==> src/rtl/core_inst_encoder_pkg.sv <==
// Shared constants for the RV32I instruction encoder: command op codes,
// base opcodes, funct3/funct7 values and the LI sequencing state type.
package core_inst_encoder_pkg;

    localparam int unsigned CORE_ENC_OP_W = 6;

    localparam logic [5:0] CORE_ENC_OP_LUI     = 6'd0;
    localparam logic [5:0] CORE_ENC_OP_AUIPC   = 6'd1;
    localparam logic [5:0] CORE_ENC_OP_JAL     = 6'd2;
    localparam logic [5:0] CORE_ENC_OP_JALR    = 6'd3;
    localparam logic [5:0] CORE_ENC_OP_BEQ     = 6'd4;
    localparam logic [5:0] CORE_ENC_OP_BNE     = 6'd5;
    localparam logic [5:0] CORE_ENC_OP_BLT     = 6'd6;
    localparam logic [5:0] CORE_ENC_OP_BGE     = 6'd7;
    localparam logic [5:0] CORE_ENC_OP_BLTU    = 6'd8;
    localparam logic [5:0] CORE_ENC_OP_BGEU    = 6'd9;
    localparam logic [5:0] CORE_ENC_OP_LB      = 6'd10;
    localparam logic [5:0] CORE_ENC_OP_LH      = 6'd11;
    localparam logic [5:0] CORE_ENC_OP_LW      = 6'd12;
    localparam logic [5:0] CORE_ENC_OP_LBU     = 6'd13;
    localparam logic [5:0] CORE_ENC_OP_LHU     = 6'd14;
    localparam logic [5:0] CORE_ENC_OP_SB      = 6'd15;
    localparam logic [5:0] CORE_ENC_OP_SH      = 6'd16;
    localparam logic [5:0] CORE_ENC_OP_SW      = 6'd17;
    localparam logic [5:0] CORE_ENC_OP_ADDI    = 6'd18;
    localparam logic [5:0] CORE_ENC_OP_SLTI    = 6'd19;
    localparam logic [5:0] CORE_ENC_OP_SLTIU   = 6'd20;
    localparam logic [5:0] CORE_ENC_OP_XORI    = 6'd21;
    localparam logic [5:0] CORE_ENC_OP_ORI     = 6'd22;
    localparam logic [5:0] CORE_ENC_OP_ANDI    = 6'd23;
    localparam logic [5:0] CORE_ENC_OP_SLLI    = 6'd24;
    localparam logic [5:0] CORE_ENC_OP_SRLI    = 6'd25;
    localparam logic [5:0] CORE_ENC_OP_SRAI    = 6'd26;
    localparam logic [5:0] CORE_ENC_OP_ADD     = 6'd27;
    localparam logic [5:0] CORE_ENC_OP_SUB     = 6'd28;
    localparam logic [5:0] CORE_ENC_OP_SLL     = 6'd29;
    localparam logic [5:0] CORE_ENC_OP_SLT     = 6'd30;
    localparam logic [5:0] CORE_ENC_OP_SLTU    = 6'd31;
    localparam logic [5:0] CORE_ENC_OP_XOR     = 6'd32;
    localparam logic [5:0] CORE_ENC_OP_SRL     = 6'd33;
    localparam logic [5:0] CORE_ENC_OP_SRA     = 6'd34;
    localparam logic [5:0] CORE_ENC_OP_OR      = 6'd35;
    localparam logic [5:0] CORE_ENC_OP_AND     = 6'd36;
    localparam logic [5:0] CORE_ENC_OP_FENCE   = 6'd37;
    localparam logic [5:0] CORE_ENC_OP_FENCE_I = 6'd38;
    localparam logic [5:0] CORE_ENC_OP_ECALL   = 6'd39;
    localparam logic [5:0] CORE_ENC_OP_EBREAK  = 6'd40;
    localparam logic [5:0] CORE_ENC_OP_CSRRW   = 6'd41;
    localparam logic [5:0] CORE_ENC_OP_CSRRS   = 6'd42;
    localparam logic [5:0] CORE_ENC_OP_CSRRC   = 6'd43;
    localparam logic [5:0] CORE_ENC_OP_CSRRWI  = 6'd44;
    localparam logic [5:0] CORE_ENC_OP_CSRRSI  = 6'd45;
    localparam logic [5:0] CORE_ENC_OP_CSRRCI  = 6'd46;
    localparam logic [5:0] CORE_ENC_OP_LI      = 6'd47;

    localparam logic [6:0] OPC_LUI      = 7'b0110111;
    localparam logic [6:0] OPC_AUIPC    = 7'b0010111;
    localparam logic [6:0] OPC_JAL      = 7'b1101111;
    localparam logic [6:0] OPC_JALR     = 7'b1100111;
    localparam logic [6:0] OPC_BRANCH   = 7'b1100011;
    localparam logic [6:0] OPC_LOAD     = 7'b0000011;
    localparam logic [6:0] OPC_STORE    = 7'b0100011;
    localparam logic [6:0] OPC_OP_IMM   = 7'b0010011;
    localparam logic [6:0] OPC_OP       = 7'b0110011;
    localparam logic [6:0] OPC_MISC_MEM = 7'b0001111;
    localparam logic [6:0] OPC_SYSTEM   = 7'b1110011;

    localparam logic [2:0] F3_000 = 3'b000;
    localparam logic [2:0] F3_001 = 3'b001;
    localparam logic [2:0] F3_010 = 3'b010;
    localparam logic [2:0] F3_011 = 3'b011;
    localparam logic [2:0] F3_100 = 3'b100;
    localparam logic [2:0] F3_101 = 3'b101;
    localparam logic [2:0] F3_110 = 3'b110;
    localparam logic [2:0] F3_111 = 3'b111;

    localparam logic [6:0] F7_BASE = 7'b0000000;
    localparam logic [6:0] F7_ALT  = 7'b0100000;

    localparam logic [31:0] NOP_INST    = 32'h0000_0013;
    localparam logic [31:0] ECALL_INST  = 32'h0000_0073;
    localparam logic [31:0] EBREAK_INST = 32'h0010_0073;

    localparam int unsigned ENC_WORD_W = 33;

    typedef enum logic {
        ST_IDLE  = 1'b0,
        ST_LI_LO = 1'b1
    } enc_state_e;

endpackage

==> src/rtl/core_inst_enc_fifo.sv <==
// Small word FIFO for encoded instructions; head entry is driven straight
// from the storage flops so the output never depends on same-cycle inputs.
module core_inst_enc_fifo #(
    parameter int unsigned DEPTH = 4,
    parameter int unsigned WIDTH = 33
) (
    input  logic             clk,
    input  logic             rst,
    input  logic             push,
    input  logic [WIDTH-1:0] push_data,
    input  logic             pop,
    output logic [WIDTH-1:0] data,
    output logic             valid,
    output logic             full
);

    localparam int unsigned AW = $clog2(DEPTH);

    logic [AW:0]      wr_ptr;
    logic [AW:0]      rd_ptr;
    logic [AW:0]      count;
    logic [WIDTH-1:0] mem [DEPTH];

    assign count = wr_ptr - rd_ptr;
    assign valid = (count != '0);
    assign full  = (count == (AW+1)'(DEPTH));
    assign data  = mem[rd_ptr[AW-1:0]];

    // Storage and pointer update; pointers carry one extra wrap bit.
    always_ff @(posedge clk or posedge rst) begin
        if (rst) begin
            wr_ptr <= '0;
            rd_ptr <= '0;
            for (int i = 0; i < int'(DEPTH); i++) begin
                mem[i] <= '0;
            end
        end else begin
            if (push) begin
                mem[wr_ptr[AW-1:0]] <= push_data;
                wr_ptr              <= wr_ptr + (AW+1)'(1);
            end
            if (pop) begin
                rd_ptr <= rd_ptr + (AW+1)'(1);
            end
        end
    end

    a_no_push_full: assert property (@(posedge clk) disable iff (rst) !(push && full));
    a_no_pop_empty: assert property (@(posedge clk) disable iff (rst) !(pop && !valid));

endmodule

==> src/rtl/core_inst_encoder.sv <==
// RV32I instruction encoder for the debug instruction-injection path.
// Optional feature macro: CORE_INST_ENC_LI_EN builds the LI pseudo-op
// (LUI+ADDI sequencing through the LI_LO state).
module core_inst_encoder
    import core_inst_encoder_pkg::*;
#(
    parameter int unsigned DEPTH = 4
) (
    input  logic                     clk,
    input  logic                     rst,
    input  logic                     i_cmd_valid,
    output logic                     o_cmd_ready,
    input  logic [CORE_ENC_OP_W-1:0] i_cmd_op,
    input  logic [4:0]               i_cmd_rd,
    input  logic [4:0]               i_cmd_rs1,
    input  logic [4:0]               i_cmd_rs2,
    input  logic [31:0]              i_cmd_imm,
    output logic                     o_inst_valid,
    input  logic                     i_inst_ready,
    output logic [31:0]              o_inst,
    output logic                     o_inst_err
);

    logic                  fifo_full;
    logic                  cmd_fire;
    logic                  push;
    logic [ENC_WORD_W-1:0] push_word;
    logic [ENC_WORD_W-1:0] head;
    logic                  pop;

    logic [2:0]  f3;
    logic [6:0]  f7;
    logic [24:0] i_fields;
    logic [31:0] enc_inst;
    logic        enc_err;
    logic        imm_i_ok;
    logic        imm_b_ok;
    logic        imm_j_ok;
    logic        imm_u_ok;
    logic        imm_sh_ok;

    // Immediate range checks per instruction format.
    assign imm_i_ok  = (&i_cmd_imm[31:11]) | ~(|i_cmd_imm[31:11]);
    assign imm_b_ok  = ((&i_cmd_imm[31:12]) | ~(|i_cmd_imm[31:12])) & ~i_cmd_imm[0];
    assign imm_j_ok  = ((&i_cmd_imm[31:20]) | ~(|i_cmd_imm[31:20])) & ~i_cmd_imm[0];
    assign imm_u_ok  = ~(|i_cmd_imm[11:0]);
    assign imm_sh_ok = ~(|i_cmd_imm[31:5]);

    assign i_fields = {i_cmd_imm[11:0], i_cmd_rs1, f3, i_cmd_rd};

    // funct3/funct7 selection shared by all formats.
    always_comb begin
        f3 = F3_000;
        f7 = F7_BASE;
        case (i_cmd_op)
            CORE_ENC_OP_BNE, CORE_ENC_OP_LH, CORE_ENC_OP_SH, CORE_ENC_OP_SLLI,
            CORE_ENC_OP_SLL, CORE_ENC_OP_CSRRW, CORE_ENC_OP_FENCE_I:        f3 = F3_001;
            CORE_ENC_OP_LW, CORE_ENC_OP_SW, CORE_ENC_OP_SLTI, CORE_ENC_OP_SLT,
            CORE_ENC_OP_CSRRS:                                              f3 = F3_010;
            CORE_ENC_OP_SLTIU, CORE_ENC_OP_SLTU, CORE_ENC_OP_CSRRC:         f3 = F3_011;
            CORE_ENC_OP_BLT, CORE_ENC_OP_LBU, CORE_ENC_OP_XORI,
            CORE_ENC_OP_XOR:                                                f3 = F3_100;
            CORE_ENC_OP_BGE, CORE_ENC_OP_LHU, CORE_ENC_OP_SRLI, CORE_ENC_OP_SRL,
            CORE_ENC_OP_CSRRWI:                                             f3 = F3_101;
            CORE_ENC_OP_SRAI, CORE_ENC_OP_SRA: begin
                f3 = F3_101;
                f7 = F7_ALT;
            end
            CORE_ENC_OP_SUB:                                                f7 = F7_ALT;
            CORE_ENC_OP_BLTU, CORE_ENC_OP_ORI, CORE_ENC_OP_OR,
            CORE_ENC_OP_CSRRSI:                                             f3 = F3_110;
            CORE_ENC_OP_BGEU, CORE_ENC_OP_ANDI, CORE_ENC_OP_AND,
            CORE_ENC_OP_CSRRCI:                                             f3 = F3_111;
            default: ;
        endcase
    end

    // Format assembly and immediate error flag for all single-word ops.
    always_comb begin
        enc_inst = NOP_INST;
        enc_err  = 1'b0;
        case (i_cmd_op)
            CORE_ENC_OP_LUI: begin
                enc_inst = {i_cmd_imm[31:12], i_cmd_rd, OPC_LUI};
                enc_err  = ~imm_u_ok;
            end
            CORE_ENC_OP_AUIPC: begin
                enc_inst = {i_cmd_imm[31:12], i_cmd_rd, OPC_AUIPC};
                enc_err  = ~imm_u_ok;
            end
            CORE_ENC_OP_JAL: begin
                enc_inst = {i_cmd_imm[20], i_cmd_imm[10:1], i_cmd_imm[11],
                            i_cmd_imm[19:12], i_cmd_rd, OPC_JAL};
                enc_err  = ~imm_j_ok;
            end
            CORE_ENC_OP_JALR: begin
                enc_inst = {i_fields, OPC_JALR};
                enc_err  = ~imm_i_ok;
            end
            CORE_ENC_OP_BEQ, CORE_ENC_OP_BNE, CORE_ENC_OP_BLT, CORE_ENC_OP_BGE,
            CORE_ENC_OP_BLTU, CORE_ENC_OP_BGEU: begin
                enc_inst = {i_cmd_imm[12], i_cmd_imm[10:5], i_cmd_rs2, i_cmd_rs1, f3,
                            i_cmd_imm[4:1], i_cmd_imm[11], OPC_BRANCH};
                enc_err  = ~imm_b_ok;
            end
            CORE_ENC_OP_LB, CORE_ENC_OP_LH, CORE_ENC_OP_LW, CORE_ENC_OP_LBU,
            CORE_ENC_OP_LHU: begin
                enc_inst = {i_fields, OPC_LOAD};
                enc_err  = ~imm_i_ok;
            end
            CORE_ENC_OP_SB, CORE_ENC_OP_SH, CORE_ENC_OP_SW: begin
                enc_inst = {i_cmd_imm[11:5], i_cmd_rs2, i_cmd_rs1, f3,
                            i_cmd_imm[4:0], OPC_STORE};
                enc_err  = ~imm_i_ok;
            end
            CORE_ENC_OP_ADDI, CORE_ENC_OP_SLTI, CORE_ENC_OP_SLTIU, CORE_ENC_OP_XORI,
            CORE_ENC_OP_ORI, CORE_ENC_OP_ANDI: begin
                enc_inst = {i_fields, OPC_OP_IMM};
                enc_err  = ~imm_i_ok;
            end
            CORE_ENC_OP_SLLI, CORE_ENC_OP_SRLI, CORE_ENC_OP_SRAI: begin
                enc_inst = {f7, i_cmd_imm[4:0], i_cmd_rs1, f3, i_cmd_rd, OPC_OP_IMM};
                enc_err  = ~imm_sh_ok;
            end
            CORE_ENC_OP_ADD, CORE_ENC_OP_SUB, CORE_ENC_OP_SLL, CORE_ENC_OP_SLT,
            CORE_ENC_OP_SLTU, CORE_ENC_OP_XOR, CORE_ENC_OP_SRL, CORE_ENC_OP_SRA,
            CORE_ENC_OP_OR, CORE_ENC_OP_AND: begin
                enc_inst = {f7, i_cmd_rs2, i_cmd_rs1, f3, i_cmd_rd, OPC_OP};
            end
            CORE_ENC_OP_FENCE:   enc_inst = {i_fields, OPC_MISC_MEM};
            CORE_ENC_OP_FENCE_I: enc_inst = {12'd0, 5'd0, f3, 5'd0, OPC_MISC_MEM};
            CORE_ENC_OP_ECALL:   enc_inst = ECALL_INST;
            CORE_ENC_OP_EBREAK:  enc_inst = EBREAK_INST;
            CORE_ENC_OP_CSRRW, CORE_ENC_OP_CSRRS, CORE_ENC_OP_CSRRC,
            CORE_ENC_OP_CSRRWI, CORE_ENC_OP_CSRRSI, CORE_ENC_OP_CSRRCI: begin
                enc_inst = {i_fields, OPC_SYSTEM};
            end
            default: begin
                enc_inst = NOP_INST;
                enc_err  = 1'b1;
            end
        endcase
    end

`ifdef CORE_INST_ENC_LI_EN
    enc_state_e  state;
    logic [4:0]  li_rd;
    logic [11:0] li_lo;
    logic [19:0] li_hi;
    logic        li_cmd;

    // Rounded upper part so that LUI + sign-extended ADDI reproduces imm.
    assign li_hi       = i_cmd_imm[31:12] + 20'(i_cmd_imm[11]);
    assign li_cmd      = (i_cmd_op == CORE_ENC_OP_LI);
    assign o_cmd_ready = (state == ST_IDLE) & ~fifo_full;
    assign cmd_fire    = i_cmd_valid & o_cmd_ready;

    // Push selection: pending LI low half, LI first word, or a normal op.
    always_comb begin
        push      = 1'b0;
        push_word = '0;
        if (state == ST_LI_LO) begin
            push      = ~fifo_full;
            push_word = {1'b0, li_lo, li_rd, F3_000, li_rd, OPC_OP_IMM};
        end else if (cmd_fire) begin
            push = 1'b1;
            if (li_cmd && imm_i_ok) begin
                push_word = {1'b0, i_cmd_imm[11:0], 5'd0, F3_000, i_cmd_rd, OPC_OP_IMM};
            end else if (li_cmd) begin
                push_word = {1'b0, li_hi, i_cmd_rd, OPC_LUI};
            end else begin
                push_word = {enc_err, enc_inst};
            end
        end
    end

    // LI sequencer: hold the low half until the FIFO can take it.
    always_ff @(posedge clk or posedge rst) begin
        if (rst) begin
            state <= ST_IDLE;
            li_rd <= '0;
            li_lo <= '0;
        end else begin
            case (state)
                ST_IDLE: begin
                    if (cmd_fire && li_cmd && !imm_i_ok) begin
                        li_rd <= i_cmd_rd;
                        li_lo <= i_cmd_imm[11:0];
                        state <= ST_LI_LO;
                    end
                end
                ST_LI_LO: begin
                    if (!fifo_full) begin
                        state <= ST_IDLE;
                    end
                end
                default: state <= ST_IDLE;
            endcase
        end
    end
`else
    assign o_cmd_ready = ~fifo_full;
    assign cmd_fire    = i_cmd_valid & o_cmd_ready;
    assign push        = cmd_fire;
    assign push_word   = {enc_err, enc_inst};
`endif

    assign pop        = o_inst_valid & i_inst_ready;
    assign o_inst     = head[31:0];
    assign o_inst_err = head[32];

    core_inst_enc_fifo #(
        .DEPTH (DEPTH),
        .WIDTH (ENC_WORD_W)
    ) u_fifo (
        .clk       (clk),
        .rst       (rst),
        .push      (push),
        .push_data (push_word),
        .pop       (pop),
        .data      (head),
        .valid     (o_inst_valid),
        .full      (fifo_full)
    );

endmodule

==> config.mk <==
export PLATFORM = sky130hd
export DESIGN_NAME = core_inst_encoder
export DESIGN_NICKNAME = d
export VERILOG_FILES = /design/src/rtl/core_inst_encoder_pkg.sv /design/src/rtl/core_inst_enc_fifo.sv /design/src/rtl/core_inst_encoder.sv
export SDC_FILE = /design/constraint.sdc
export NUM_CORES = 1
export LEC_CHECK = 0
export ABC_AREA = 1
export CAP_MARGIN = 30
export CORE_ASPECT_RATIO = 1.5
export CORE_MARGIN = 2
export CORE_UTILIZATION = 61
export CTS_CLUSTER_SIZE = 40
export DETAILED_ROUTE_END_ITERATION = 8
export HOLD_SLACK_MARGIN = 0.08
export PLACE_DENSITY_LB_ADDON = 0.2
export SYNTH_ARGS = -nofsm -noshare
export SYNTH_HDL_FRONTEND = slang
export SYNTH_SLANG_ARGS = --single-unit
==> constraint.sdc <==
create_clock -name clk -period 7.4 [get_ports clk]
set_input_delay 1.48 -clock clk [delete_from_list [all_inputs] [get_ports clk]]
set_output_delay 1.48 -clock clk [all_outputs]
set_load 0.05 [all_outputs]
==> flow_metrics.tcl <==
set metrics [dict create \
    status "complete, no violations" \
    met3_length_um 2411 \
    placed_area_um2 8843 \
    drv_slew 0 \
    fin_nets 1284 \
    netlist_area_um2 7881 \
    io_pins 92 \
    hold_viol 0 \
    die_w_um 96.81 \
    timing.critical_path.from_type "register" \
    dpl_worst_slack_ns 2.889 \
    cts_resized 0 \
    fill_cells 935 \
    grt_pass1_vias 8331 \
    clkTransAtPathRegs_ns 0.06 \
    multi_input_area_um2 4086 \
    cp_max_fo 31 \
    cts_tree "done" \
    die_h_um 143.2 \
    cts_root_buffer "clkbuf_16" \
    async_flop_share_pct 100.0 \
    synth-main-ff-cell "dfrtp_1" \
    hold_slack_ns 0.4674 \
    yosysUniqueCellTypes 36 \
    fp.coreArea_um2 12570 \
    power.leakage_nw 4.917 \
    routed.top_layer "met4" \
    track_usage_pct 38.60 \
    cts_hold_buf 0 \
    post_drt_wl_per_cell_um 19.02 \
    yosysWarnings 0 \
    portBuffers 91 \
    arrival_ns 3.56 \
    hp-class "register to register" \
    fin_ws_ns 2.361 \
    fin_area_um2 9475 \
    slew_headroom_pct 29.02 \
    finalWeightedCongestion 1.005 \
    cts-buffers-inserted 17 \
    final.setup.tns_ns 0 \
    grt_setup_unrepaired "false" \
    gr-total-overflow 0 \
    dp_hpwl_um 16680 \
    vdd_drop_max_mv 0.2997 \
    fin_crit_ns 5.039 \
    first_iter_violations 927 \
    rows 50 \
    clockBufferDepth 2 \
    grt_antenna_before_repair 0 \
    finClkSkew_ns 0.005539 \
    dr.pass1.iters 6 \
    grt_max_degree 76 \
    max-cap-violations 0 \
    initial_utilization_pct 62.68 \
    tightest_slew_ns 1.065 \
    power.density_nw_per_um2 468.8 \
    syn_nets 1214 \
    synth_cells 1150 \
    detail_route.wirelength_um 26410 \
    wl_met2_um 13390 \
    insertion_delay_ns 0.42 \
    via_per_inst 6.060 \
    antenna_cells 0 \
    syn2layout_area_growth_pct 20.23 \
    dieArea_um2 13860 \
    synth_area_per_cell_um2 6.853 \
    post_cts_buffers 0 \
    drc 0 \
    worstSetupPathType "register to output port" \
    fin_crit_sh_pct 68.09 \
    htree_levels 4 \
    required_ns 5.92 \
    end_kind "output port" \
    vias 8418 \
    grt_first_pass_wirelength_um 41920 \
    detail-route-antenna-nets 0 \
    synth_edf_count 0 \
    yosysSeqAreaShare_pct 42.55 \
    drive_above_1_share_pct 8.597 \
    final-seq-area_um2 3354 \
    max_freq_ghz 0.1985 \
    ys_ff_latch 134 \
    clkSinkCount 134 \
    setup_viol 0 \
    wl_met1_um 9384 \
]
-- registers in the layout, summed over array words and instances (netlist names) --
| name | flops |
|---|---|
| u_fifo.mem | 128 |
| u_fifo.rd_ptr | 3 |
| u_fifo.wr_ptr | 3 |
-- kinds of logic (layout without fill, tap and decap cells) --
kind of cell,after synthesis,in the layout,share of synthesized area (%)
compound gates,144,144,10.16
xor+xnor,6,6,0.6668
fa+ha+maj,7,7,1.111
buf+inv,104,187,5.667
flops,134,134,42.55
simple gates,755,755,39.85
-- area by class of cell --
| type | instances | share of cell area [%] |
|---|---|---|
| clock buffer | 19 | 4.780 |
| clock inverter | 13 | 1.888 |
| inverter | 55 | 2.205 |
| multi-input combinational | 912 | 43.13 |
| sequential | 134 | 35.40 |
| tap | 156 | 2.060 |
| timing repair buffer | 100 | 10.54 |
-- cells in the final DEF, fill, tap and decap left out, types with 5 or more instances in the layout --
cell type        instances
a21oi_1                 11
inv_1                   41
nor2_2                  12
ha_1                     7
nand2_1                509
nand3_1                 47
clkbuf_16               17
clkdlybuf4s50_1         91
a31o_2                   5
dfrtp_1                133
inv_2                   11
o22ai_1                 34
nand4_1                 10
buf_4                    8
nand3_2                 10
o21ai_0                 86
nand2_2                 14
nor2_1                 137
-- metrics by stage --
step / utilization, % / power, mW / cells
3_5_place_dp: 70.33 / 3.438 / 1357
2_1_floorplan: - / 2.749 / 1150
4_1_cts: 75.35 / 4.399 / 1389
6_report: 75.35 / 4.442 / 1389
3_3_place_gp: 70.11 / 3.380 / 1356
5_1_grt: 75.35 / 4.645 / 1389
-- report_power, final --
part | internal, mW | switching (mW)
clock network | 0.579 | 0.321
registers | 1.02 | 0.201
logic | 0.719 | 1.60
-- layer usage --
metal / up-vias / track usage [%]
li1: 3792 / -
met1: 3920 / 45.98
met2: 595 / 65.94
met3: 111 / 6.902
met4: 0 / 22.02
met5: - / 0
-- path summary, 6_finish.rpt --
check                                  from          endpoint  slack [ns]  cells after the start
max reg2reg                u_fifo.rd_ptr[1]    u_fifo.mem[73]        3.20                     13
min                         u_fifo.mem[100]   u_fifo.mem[100]        0.47                      1
min in group asynchronous               rst    u_fifo.mem[10]        1.53                      2
max                        u_fifo.rd_ptr[1]       o_cmd_ready        2.36                      8
min reg2reg                 u_fifo.mem[100]   u_fifo.mem[100]        0.47                      1
max in group asynchronous               rst  u_fifo.rd_ptr[0]        4.38                      3
-- worst max-delay path, cell delays in order (launching register included) --
cell and delay (ns):
dfrtp_1 1.04, clkinv_1 0.27, ha_1 0.43, inv_1 0.07
nor2_1 0.09, nor2_1 0.06, xnor2_1 0.20, nand3b_4 0.17
clkdlybuf4s50_1 0.80
-- synthesized netlist by cell type (all sizes together) (5+ instances only) --
master / n / area [um^2]
nand2: 524 / 2009
nor2: 153 / 629.3
dfrtp: 134 / 3353
o21ai: 87 / 435.4
nand3: 58 / 352.8
inv: 54 / 202.7
o22ai: 34 / 212.7
buf: 29 / 165.2
clkbuf: 20 / 75.07
a21oi: 11 / 55.05
nand4: 10 / 62.56
ha: 7 / 87.58
a31o: 5 / 43.79
(Power assumes the default switching activity.)
==> patch: new RTL, same settings <==
The option `CORE_INST_ENC_LI_EN` is turned on by a define.
--- a/src/rtl/core_inst_encoder.sv
+++ b/src/rtl/core_inst_encoder.sv
@@ -1,6 +1,8 @@
 // RV32I instruction encoder for the debug instruction-injection path.
 // Optional feature macro: CORE_INST_ENC_LI_EN builds the LI pseudo-op
 // (LUI+ADDI sequencing through the LI_LO state).
+`define CORE_INST_ENC_LI_EN
+
 module core_inst_encoder
     import core_inst_encoder_pkg::*;
 #(
Function: changed (Yosys sat finds a counterexample within 4 cycles, from zero or initial values and one cycle with rst high).
==> patch against the unedited design <==
- sequential cell count up 18
- global-route usage down 1.4 points
- worst hold slack worse by 0.0046 ns
- synthesized cell count up 26%
- wire length up 18%
- setup slack better by 0.20 ns
- sequential share of layout area down 1.2 points
- die area up 20%
- final cell count up 24%
- area after synthesis up 21%
- total power up 0.39%
- cell area up 17%
- count of clock-buffer cells in the layout down 2
- largest power group unchanged
- highest routed layer unchanged
==> patch: results (changes against the unedited design) <==
- Diodes inserted: 0 (unchanged)
- Syn. warnings: 0 (unchanged)
- Leak Pwr: 5.786 nW (+18%)
- Max FO, Critical Path: 31 (unchanged)
- Ranking of synthesized cells by instance count: sky130_fd_sc_hd__nand2_1, sky130_fd_sc_hd__dfrtp_1, sky130_fd_sc_hd__nor2_1
- Synthesized-area fraction occupied by ao, oa, aoi and oai cells: 12.62% (+2.5 points)
- Root buffer selected by CTS: sky130_fd_sc_hd__clkbuf_16
- Maximum number of pins on one net before global-route repair: 87 (+14%)
- DRT Wirelength: 31140 um (+18%)
- Average vias per placed instance: 6.005 (-0.91%)
- Met2 Routed Length: 15380 um (+15%)
- Cell Count Post-Placement: 1693 (+25%)
- Crit path DAT: 3.36 ns (-0.20 ns)
- Total of cells resized after clock tree synthesis: 0 (unchanged)
- Nets: 1577 (+23%)
- Count of vias placed by the detailed router: 10360 (+23%)
- Syn Inst Count: 1453 (+26%)
- Register ranked first by flip-flop count: u_fifo.mem
- Via count of the first global-routing pass: 9909 (+19%)
- # hold bufs at CTS: 0 (unchanged)
- Top cells by area, synth: sky130_fd_sc_hd__dfrtp_1, sky130_fd_sc_hd__nand2_1, sky130_fd_sc_hd__nor2_1
- Setup slack after placement: 2.419 ns (-0.4698 ns)
- Met2 Resource Use GR: 64.07% (-1.9 points)
- Clock buffer count from CTS: 17 (unchanged)
- VDD IR-drop max: 285.8 uV (-4.6%)
- Outcome: complete, no violations
- Post-Route Skew: 0.007634 ns (+0.002095 ns)
- Wire length of the first global-routing pass: 48580 um (+16%)
- Post-CTS Setup Bufs: 0 (unchanged)
- Share of post-route cells with drive strength above 1: 6.110% (-2.5 points)
- Cells on worst reg2reg path: 15 (+2)
- Number of design-rule violations left by the first detailed-router iteration: 894 (-3.6%)
- HPWL reported at the end of detailed placement: 21540 um (+29%)
- Global placement routability congestion: 0.9938 (-1.1%)
- Transition time at the pin with the least slew margin: 0.8615 ns (-0.2032 ns)
- Worst min-delay path class: reg -> reg
- Post-DP Area: 0.01053 mm2 (+19%)
- Routed metal-1 wire length: 11540 um (+23%)
- Detailed-routed wire length on met3: 2292 um (-4.9%)
- Filler cells: 1302 (+39%)
- Synthesized-area fraction occupied by adder cells: 1.310% (+0.20 points)
- Largest registers: u_fifo.mem x128, li_lo x12, li_rd x5
- Total global routing track utilization: 37.25% (-1.4 points)
- Xor-xnor portion of the synthesized cell area: 0.7337% (+0.067 points)
- Global-route met1 utilization: 42.99% (-3.0 points)
- Count of unique library cells instantiated by Yosys: 38 (+5.6%)
- Routing usage on met3: 5.217% (-1.7 points)
- Register area share after synthesis: 39.83% (-2.7 points)
## patch: final timing paths
path                                                    from                         end  slack [ns]
max in group asynchronous                                rst   u_fifo.mem[9]$_DFFE_PP0P_        4.48
worst max register to register  u_fifo.rd_ptr[1]$_DFFE_PP0P_  u_fifo.mem[41]$_DFFE_PP0P_        3.33
worst max-delay path            u_fifo.rd_ptr[1]$_DFFE_PP0P_                 o_cmd_ready        2.56
worst min register to register    u_fifo.mem[34]$_DFFE_PP0P_  u_fifo.mem[34]$_DFFE_PP0P_        0.46
worst min-delay path              u_fifo.mem[34]$_DFFE_PP0P_  u_fifo.mem[34]$_DFFE_PP0P_        0.46
min in group asynchronous                                rst  u_fifo.mem[30]$_DFFE_PP0P_        1.56
## patch: critical path, cell delays in order, from the launching register on
cell,delay [ns]
sky130_fd_sc_hd__dfrtp_1,0.46
sky130_fd_sc_hd__buf_16,0.21
sky130_fd_sc_hd__inv_1,0.32
sky130_fd_sc_hd__buf_16,0.23
sky130_fd_sc_hd__ha_1,0.28
sky130_fd_sc_hd__a21oi_1,0.19
sky130_fd_sc_hd__xnor2_1,0.11
sky130_fd_sc_hd__nand3_1,0.16
sky130_fd_sc_hd__nand2_1,0.07
sky130_fd_sc_hd__inv_1,0.08
sky130_fd_sc_hd__clkdlybuf4s50_1,0.82
## patch: area by class of cell
type	count	area, um2	share of cell area, %
Clock buffer	17	425.4	3.826
Clock inverter	14	140.1	1.260
Inverter	112	425.4	3.826
Multi-Input combinational cell	1129	5066	45.56
Sequential cell	152	3805	34.22
Tap cell	203	254.0	2.284
Timing Repair Buffer	98	1003	9.024
## patch: power breakdown
group	internal (mW)	leakage, nW	switching [mW]
logic	0.727	3.49	1.63
clock network	0.470	0.267	0.362
registers	1.10	2.03	0.165
total	2.30	5.79	2.16
